$ cat src/rtl/bist_pkg.sv
// Shared types and constants for the BIST wrapper: widths, LFSR/MISR taps,
// controller state encoding and the feedback helper.
package bist_pkg;

    localparam int TPG_W = 8;
    localparam int SIG_W = 8;
    localparam int CUT_W = 4;

    // Feedback taps q[7], q[5], q[4], q[3]  (x^8 + x^6 + x^5 + x^4 + 1)
    localparam logic [TPG_W-1:0] LFSR_POLY_TAPS = 8'hB8;

    typedef enum logic [2:0] {
        ST_IDLE,
        ST_INIT,
        ST_RUN,
        ST_COMPARE,
        ST_DONE
    } bist_state_e;

    function automatic logic lfsr_fb(input logic [TPG_W-1:0] v);
        return ^(v & LFSR_POLY_TAPS);
    endfunction

endpackage

$ cat src/rtl/bist_cut.sv
// Small sequential circuit-under-test: 4-bit state, 2-bit input and output.
// Output is combinational from current state and input.
module bist_cut
    import bist_pkg::*;
(
    input  logic       clk,
    input  logic       rst_n,
    input  logic       clear,
    input  logic       en,
    input  logic [1:0] x,
    output logic [1:0] y
);

    logic [CUT_W-1:0] s_q, s_d;

    always_comb begin
        s_d = s_q;
        if (clear) begin
            s_d = '0;
        end else if (en) begin
            s_d = {s_q[CUT_W-2:0], x[0] ^ x[1]} ^ {{(CUT_W-1){1'b0}}, s_q[CUT_W-1]};
        end
    end

    always_ff @(posedge clk or negedge rst_n) begin
        if (!rst_n) begin
            s_q <= '0;
        end else begin
            s_q <= s_d;
        end
    end

    assign y = {s_q[CUT_W-1] ^ x[0], s_q[0] & x[1]};

endmodule

$ cat src/rtl/bist_top.sv
// BIST wrapper: LFSR pattern generator drives the CUT, a MISR compacts its
// responses, and the controller compares the signature against GOLDEN_SIG.
module bist_top
    import bist_pkg::*;
#(
    parameter int unsigned      N_PATTERNS = 16,
    parameter logic [TPG_W-1:0] LFSR_SEED  = 8'h01,
    parameter logic [SIG_W-1:0] GOLDEN_SIG = 8'h00
) (
    input  logic clock,
    input  logic reset,
    input  logic bist_start,
    output logic bist_end,
    output logic pass_nfail
);

    localparam logic [7:0] LAST_CNT = 8'(N_PATTERNS - 1);

    // Asynchronous assert, synchronised deassert
    logic [1:0] rst_sync_q, rst_sync_d;
    logic       rst_n;

    assign rst_sync_d = {rst_sync_q[0], 1'b1};

    always_ff @(posedge clock or negedge reset) begin
        if (!reset) begin
            rst_sync_q <= '0;
        end else begin
            rst_sync_q <= rst_sync_d;
        end
    end

    assign rst_n = rst_sync_q[1];

    bist_state_e      state_q, state_d;
    logic [TPG_W-1:0] lfsr_q, lfsr_d;
    logic [SIG_W-1:0] misr_q, misr_d;
    logic [7:0]       cnt_q, cnt_d;
    logic             end_q, end_d;
    logic             pass_q, pass_d;
    logic             cut_clear, cut_en;
    logic [1:0]       cut_x, cut_y;

    assign cut_x = lfsr_q[1:0];

    bist_cut u_cut (
        .clk   (clock),
        .rst_n (rst_n),
        .clear (cut_clear),
        .en    (cut_en),
        .x     (cut_x),
        .y     (cut_y)
    );

    always_comb begin
        state_d   = state_q;
        lfsr_d    = lfsr_q;
        misr_d    = misr_q;
        cnt_d     = cnt_q;
        pass_d    = pass_q;
        cut_clear = 1'b0;
        cut_en    = 1'b0;
        unique case (state_q)
            ST_IDLE: begin
                if (bist_start) begin
                    state_d = ST_INIT;
                    pass_d  = 1'b0;
                end
            end
            ST_INIT: begin
                lfsr_d    = LFSR_SEED;
                misr_d    = '0;
                cnt_d     = '0;
                cut_clear = 1'b1;
                state_d   = ST_RUN;
            end
            ST_RUN: begin
                cut_en = 1'b1;
                misr_d = {misr_q[SIG_W-2:0], lfsr_fb(misr_q)} ^ {{(SIG_W-2){1'b0}}, cut_y};
                lfsr_d = {lfsr_q[TPG_W-2:0], lfsr_fb(lfsr_q)};
                cnt_d  = cnt_q + 8'd1;
                if (cnt_q == LAST_CNT) begin
                    state_d = ST_COMPARE;
                end
            end
            ST_COMPARE: begin
                pass_d  = (misr_q == GOLDEN_SIG);
                state_d = ST_DONE;
            end
            ST_DONE: begin
                if (!bist_start) begin
                    state_d = ST_IDLE;
                end
            end
            default: state_d = ST_IDLE;
        endcase
        // Registered from next state so bist_end is high exactly while in DONE
        end_d = (state_d == ST_DONE);
    end

    always_ff @(posedge clock or negedge rst_n) begin
        if (!rst_n) begin
            state_q <= ST_IDLE;
            lfsr_q  <= LFSR_SEED;
            misr_q  <= '0;
            cnt_q   <= '0;
            end_q   <= 1'b0;
            pass_q  <= 1'b0;
        end else begin
            state_q <= state_d;
            lfsr_q  <= lfsr_d;
            misr_q  <= misr_d;
            cnt_q   <= cnt_d;
            end_q   <= end_d;
            pass_q  <= pass_d;
        end
    end

    assign bist_end   = end_q;
    assign pass_nfail = pass_q;

endmodule

$ cat config.mk
export PLATFORM = sky130hd
export DESIGN_NAME = bist_top
export DESIGN_NICKNAME = d
export VERILOG_FILES = /design/src/rtl/bist_pkg.sv /design/src/rtl/bist_cut.sv /design/src/rtl/bist_top.sv
export SDC_FILE = /design/constraint.sdc
export NUM_CORES = 1
export LEC_CHECK = 0
export ABC_AREA = 1
export CAP_MARGIN = 20
export CORE_MARGIN = 3
export CORE_UTILIZATION = 45
export CTS_BUF_LIST = sky130_fd_sc_hd__clkbuf_4 sky130_fd_sc_hd__clkbuf_8 sky130_fd_sc_hd__clkbuf_16
export CTS_CLUSTER_SIZE = 8
export DETAILED_ROUTE_END_ITERATION = 7
export PLACE_DENSITY_LB_ADDON = 0.05
export REMOVE_ABC_BUFFERS = 1
export SYNTH_ARGS = -nofsm -noshare
export SYNTH_HDL_FRONTEND = slang
export SYNTH_HIERARCHICAL = 1
export SYNTH_SLANG_ARGS = --single-unit
$ cat constraint.sdc
create_clock -name clock -period 1.9 [get_ports clock]
set_input_delay 0.38 -clock clock [delete_from_list [all_inputs] [get_ports clock]]
set_output_delay 0.38 -clock clock [all_outputs]
set_load 0.01 [all_outputs]
## Yosys cells after proc, flatten, opt, wreduce, memory -nomap -nowiden

Cells that the tools add are included.

| cells by class | value |
|---|---|
| multiplexer cells | 13 |
| bitwise gates (word level) | 5 |
| $add $sub $neg | 1 |
| reduce and logical (&&, ||, !) cells | 8 |
| equality and inequality tests | 7 |

Operators by type and width:

| kind | number |
|---|---|
| $pmux W8 S2 | 3 |
| $reduce_xor A8 Y1 | 2 |
| $pmux W3 S5 | 1 |
| $mux W3 | 3 |
| $add A8 B1 Y8 const B | 1 |
| $eq A8 B4 Y1 const B | 1 |
| $logic_not A8 Y1 | 1 |
| $mux W4 | 2 |
| $xor A8 B2 Y8 | 1 |
| $eq A3 B2 Y1 const B | 2 |
| $eq A3 B3 Y1 const B | 2 |
| $reduce_bool A2 Y1 | 3 |
| $xor A4 B1 Y4 | 1 |
| $eq A3 B1 Y1 const B | 1 |
| $logic_not A3 Y1 | 1 |
| $mux W1 | 3 |
| $ne A2 B2 Y1 const B | 1 |
| $pmux W1 S2 | 1 |
| $reduce_and A2 Y1 | 1 |
| $xor A1 B1 Y1 | 2 |
| $and A1 B1 Y1 | 1 |

| word-level totals | value |
|---|---|
| logic and storage cells | 42 |
| flip-flop bits (word level) | 35 |

## Logic depth before layout (Yosys ltp)

| depth | value |
|---|---|
| word-level depth | 4 |
| gate-level depth with buffers | 8 |
| gate-level depth less buffers | 7 |

## By module

Netlist, hierarchy kept.

By module, submodules not included:

| module | area an instance (µm²) | cells each | seq. area each (µm²) | instances |
|---|---|---|---|---|
| bist_top | 1524.0 | 168 | 777.0 | 1 |
| bist_cut | 215.2 | 29 | 100.1 | 1 |

## Least setup slack after synthesis

Ideal clock, no wire load.

| path | value |
|---|---|
| kind | reg-to-reg |
| start | register misr_q[4] |
| end | register misr_q[0] |
| stages on the path, launching flop included | 7 |
| period minus slack after synthesis | 1.140 ns |
| path slack | 0.760 ns |
| required time | 1.783 ns |
| arrival | 1.023 ns |
| library setup time | 0.117 ns |
| path buffers | 0 |
| cells stage by stage | dfrtp_1 > inv_1 > ha_1 > xnor2_1 > nand2_1 > nand3_1 > nand2_1 |

| on the way | value |
|---|---|
| longest elaborated chain between the ends | 3 |

Ends and longest elaborated chain:

| item | line | source |
|---|---|---|
| start: declaration | bist_top.sv:37 | `logic [SIG_W-1:0] misr_q, misr_d;` |
| start signal: assignment | bist_top.sv:112 | `misr_q <= misr_d;` |
| $reduce_xor A8 Y1 | bist_pkg.sv:21 | `return ^(v & LFSR_POLY_TAPS);` |
| $xor A8 B2 Y8 | bist_top.sv:79 | `misr_d = {misr_q[SIG_W-2:0], lfsr_fb(misr_q)} ^ {{(SIG_W-2){1'b0}}, cut_y};` |
| $pmux W8 S2 | bist_top.sv:63 | `unique case (state_q)` |

Every way passes these cells.
A chain may end at the register's enable or synchronous reset.

## Worst setup path after layout

| path | value |
|---|---|
| start | register pass_q (netlist: pass_nfail) |
| end | output pass_nfail |

RTL lines:

| item | line | source |
|---|---|---|
| start: declaration | bist_top.sv:40 | `logic pass_q, pass_d;` |
| start signal: assignment | bist_top.sv:115 | `pass_q <= pass_d;` |
| end: declaration | bist_top.sv:14 | `output logic pass_nfail` |

No word-level cell between the ends.

==> summary.md <==
| Metric | Value |
|---|---|
| Worst reg-to-reg setup slack | `0.46 ns` |
| Post-DR vias/cell | `slightly above 5` |
| CP required | `roughly 1.5 ns` |
| Hpwl dp | `around 2100 um` |
| Syn_area_per_cell | `between 8 and 9 um2` |
| Diode count | `0` |
| Combinational Power Share | `42.7%` |
| Cell area after synthesis | `0.00174 mm2` |
| Leakage | `~0.93 nW` |
| Post-synth cell types | `27` |
| Initial antenna violation count | `0` |
| Internal | `roughly 0.0019 W` |
| Most frequent cell after synthesis | `nand2_1` |
| Max cap viols | `0` |
| Min Tclk post-route | `between 1.5 and 2 ns` |
| Final WL | `3000 um` |
| Initial DRC Count | `between 50 and 60` |
| Clock transition at path regs | `0.07 ns` |
| Slew @ Worst Pin | `between 0.5 and 0.6 ns` |
| Largest delay contributor family on the critical path | `buffers and inverters` |
| Critical path arrival | `approximately 1.2 ns` |
| CTS resizes | `0` |
| CTS Buf Count | `5` |
| Post-synth top area share | `48.9%` |
| Flop pwr share | `roughly two fifths` |
| Sw Pwr | `between 0.001 and 0.0015 W` |
| Routed len/inst | `approximately 12 um` |
| Top post-synthesis cells by count | `nand2_1 (51), dfrtp_1 (34), inv_1 (31), nand3_1 (15), nor2_1 (11)` |
| Total vias in the final route | `roughly 1,300` |
| # rows | `21` |
| Area grow syn2layout | `10.1%` |
| Warnings, synthesis | `6` |
| Largest net degree at the start of global routing | `34` |
| Crit path max fanout | `2` |
| Maximum VDD drop | `around 0.60 mV` |
| Status | `completed` |
| Worst Hold Margin | `approximately 0.24 ns` |
| Max-slew violation count | `0` |
| Synth async-reset ratio | `between 90% and 100%` |
| CORE AREA | `about 0.0035 mm2` |
| CP endpoint kind | `primary output` |
| Number of global-route vias before repair | `1,364` |
| Die extent in x | `slightly below 70 um` |
| Starting density of the core | `between 40% and 50%` |
| Port buffer count | `4` |
| Cts hold-fix bufs | `0` |
| WP buf/inv | `1` |
| Achievable Freq | `644 MHz` |
| HP Class | `in2async` |
| Die ar. | `approximately 0.0046 mm2` |
| Ports | `5` |
| Worst reg2reg path depth | `7` |
| Worst path slowest cell | `clkdlybuf4s50_1` |
| Worst-Skew Late Latency | `between 0.2 and 0.3 ns` |
| NumNets Final | `approximately 210` |
| H-Tree Depth | `2` |
| EDFF count, synth | `0` |
| Syn Inst Count | `~200` |
| Sequential-to-total area share from yosys stat | `about 50%` |
| Placer Congestion | `~0.77` |
| Flops & latches, synth | `35` |
| Top_reg_cell synth | `dfrtp_1` |
| Setup violators final | `0` |
| CTS Buffer Depth | `2` |
| Layout cell share with drive strength beyond 1 | `between 10% and 20%` |
| Final hold violation count | `0` |
| Worst Skew | `~0.0081 ns` |
| Final ANT Viol Nets | `0` |
| Setup TNS | `0 ns` |
| Pwr/cell area | `1650 mW/mm2` |
| First-pass GRT wire length | `~5800 um` |
| RR Startpoint | `state_q[0]$_DFF_PN0_` |
| Postcts setup bufs | `0` |
| Clock tree sinks | `35` |
| Slew margin rel. | `between 60 and 70%` |
| Total track usage | `between 10% and 20%` |
| Residual DRC | `0` |
| Total gr overflow | `0` |
| Slowest stage delay, CP | `0.54 ns` |
| Crit-path cells | `clkdlybuf4s50_1` |
| Startpoint Class | `flip-flop` |
| RSZ-0062 raised after global routing | `false` |
| Root buffer cell | `clkbuf_8` |
| Synth area leader | `dfrtp_1` |
| Pre-Repair DR Iteration Count | `4` |
| Sw Share | `about two fifths` |
| Die height | `68.2 um` |
| Synth area leaders | `dfrtp_1 (49%), nand2_1 (11%), inv_1 (6.7%)` |
| WS Path Type | `reg2out` |
| CTS tree | `yes` |
| Reg-to-Reg End | `u_cut/s_q[2]$_DFFE_PN0P_` |
| Power share of the clock group | `approximately a fifth` |
| Final period utilization | `between 80% and 90%` |
cell families after synthesis:
logic type,after synthesis,share of synthesized area (%)
and+or+nand+nor,93,24.3
buffers and inverters,37,9.64
DFF,35,50.4
AOI/OAI and AO/OA,23,10.9
xor gates and xnor gates,6,3.02
adders and majority gates,2,1.44
other,1,0.216
worst max path at each step:
stage | from | to | slack, ns | cells past startpoint
after floorplan | state_q[2]$_DFF_PN0_ | cnt_q[2]$_DFFE_PN0P_ | 0.57 | 6
after global placement | state_q[0]$_DFF_PN0_ | u_cut/s_q[2]$_DFFE_PN0P_ | 0.51 | 7
after detailed placement | state_q[0]$_DFF_PN0_ | u_cut/s_q[3]$_DFFE_PN0P_ | 0.47 | 7
after CTS | pass_nfail$_DFFE_PN0P_ | pass_nfail | 0.33 | 1
after global routing | state_q[0]$_DFF_PN0_ | u_cut/s_q[2]$_DFFE_PN0P_ | 0.27 | 7
final | pass_nfail$_DFFE_PN0P_ | pass_nfail | 0.35 | 1
metrics by stage:
step / power (W) / instances / setup WS [ns] / utilization, % / instance area, um2
final: 0.00317 / 254 / 0.348 / 54.4 / 1920
after global routing: 0.00348 / 254 / 0.270 / 54.4 / 1920
after CTS: 0.00322 / 254 / 0.333 / 54.4 / 1920
after detailed placement: 0.00260 / 246 / 0.471 / 51.5 / 1810
after global placement: 0.00254 / 246 / 0.514 / 51.5 / 1810
after floorplan: 0.00227 / 194 / 0.569 / - / 1700
cell type report:
type	instances	area [um2]
timing repair buffer	6	55.1
sequential	35	877
fill	332	1610
inverter	34	128
clock buffer	8	104
tap	46	57.6
multi-input combinational	125	694
cells in the final DEF, fill, tap and decap left out, types with 3 or more instances in the layout:
cell type        Yosys  layout
nor3_1               4       4
nor2_1              11      11
clkdlybuf4s50_1      0       4
o21ai_0              6       6
inv_1               31      31
nand3_1             15      15
dfrtp_1             34      34
nand4_1              3       3
o22ai_2              9       9
inv_2                3       3
xnor2_1              4       4
nand2_1             51      51
clkbuf_8             1       7
o22ai_1              6       6
routing by layer:
| layer | track usage [%] | routed length [um] |
|---|---|---|
| met5 | 0 | 0 |
| met4 | 10.9 | 72 |
| met3 | 4.27 | 84 |
| met1 | 19.8 | 1390 |
| met2 | 27.3 | 1450 |
power groups by stage:
stage	logic, W	registers [W]	clock network, W
floorplan	0.00107	0.00120	0
global placement	0.00133	0.00121	0
detailed placement	0.00137	0.00123	0
CTS	0.00138	0.00122	0.000625
global route	0.00156	0.00126	0.000656
finish	0.00135	0.00121	0.000599
state kept, by name, summed over array words and instances, names as in the netlist:
register	count
misr_q	8
bist_end	1
rst_sync_q	2
pass_nfail	1
u_cut/s_q	4
cnt_q	8
lfsr_q	8
state_q	3
No activity file was read; power rests on OpenSTA's default activity.
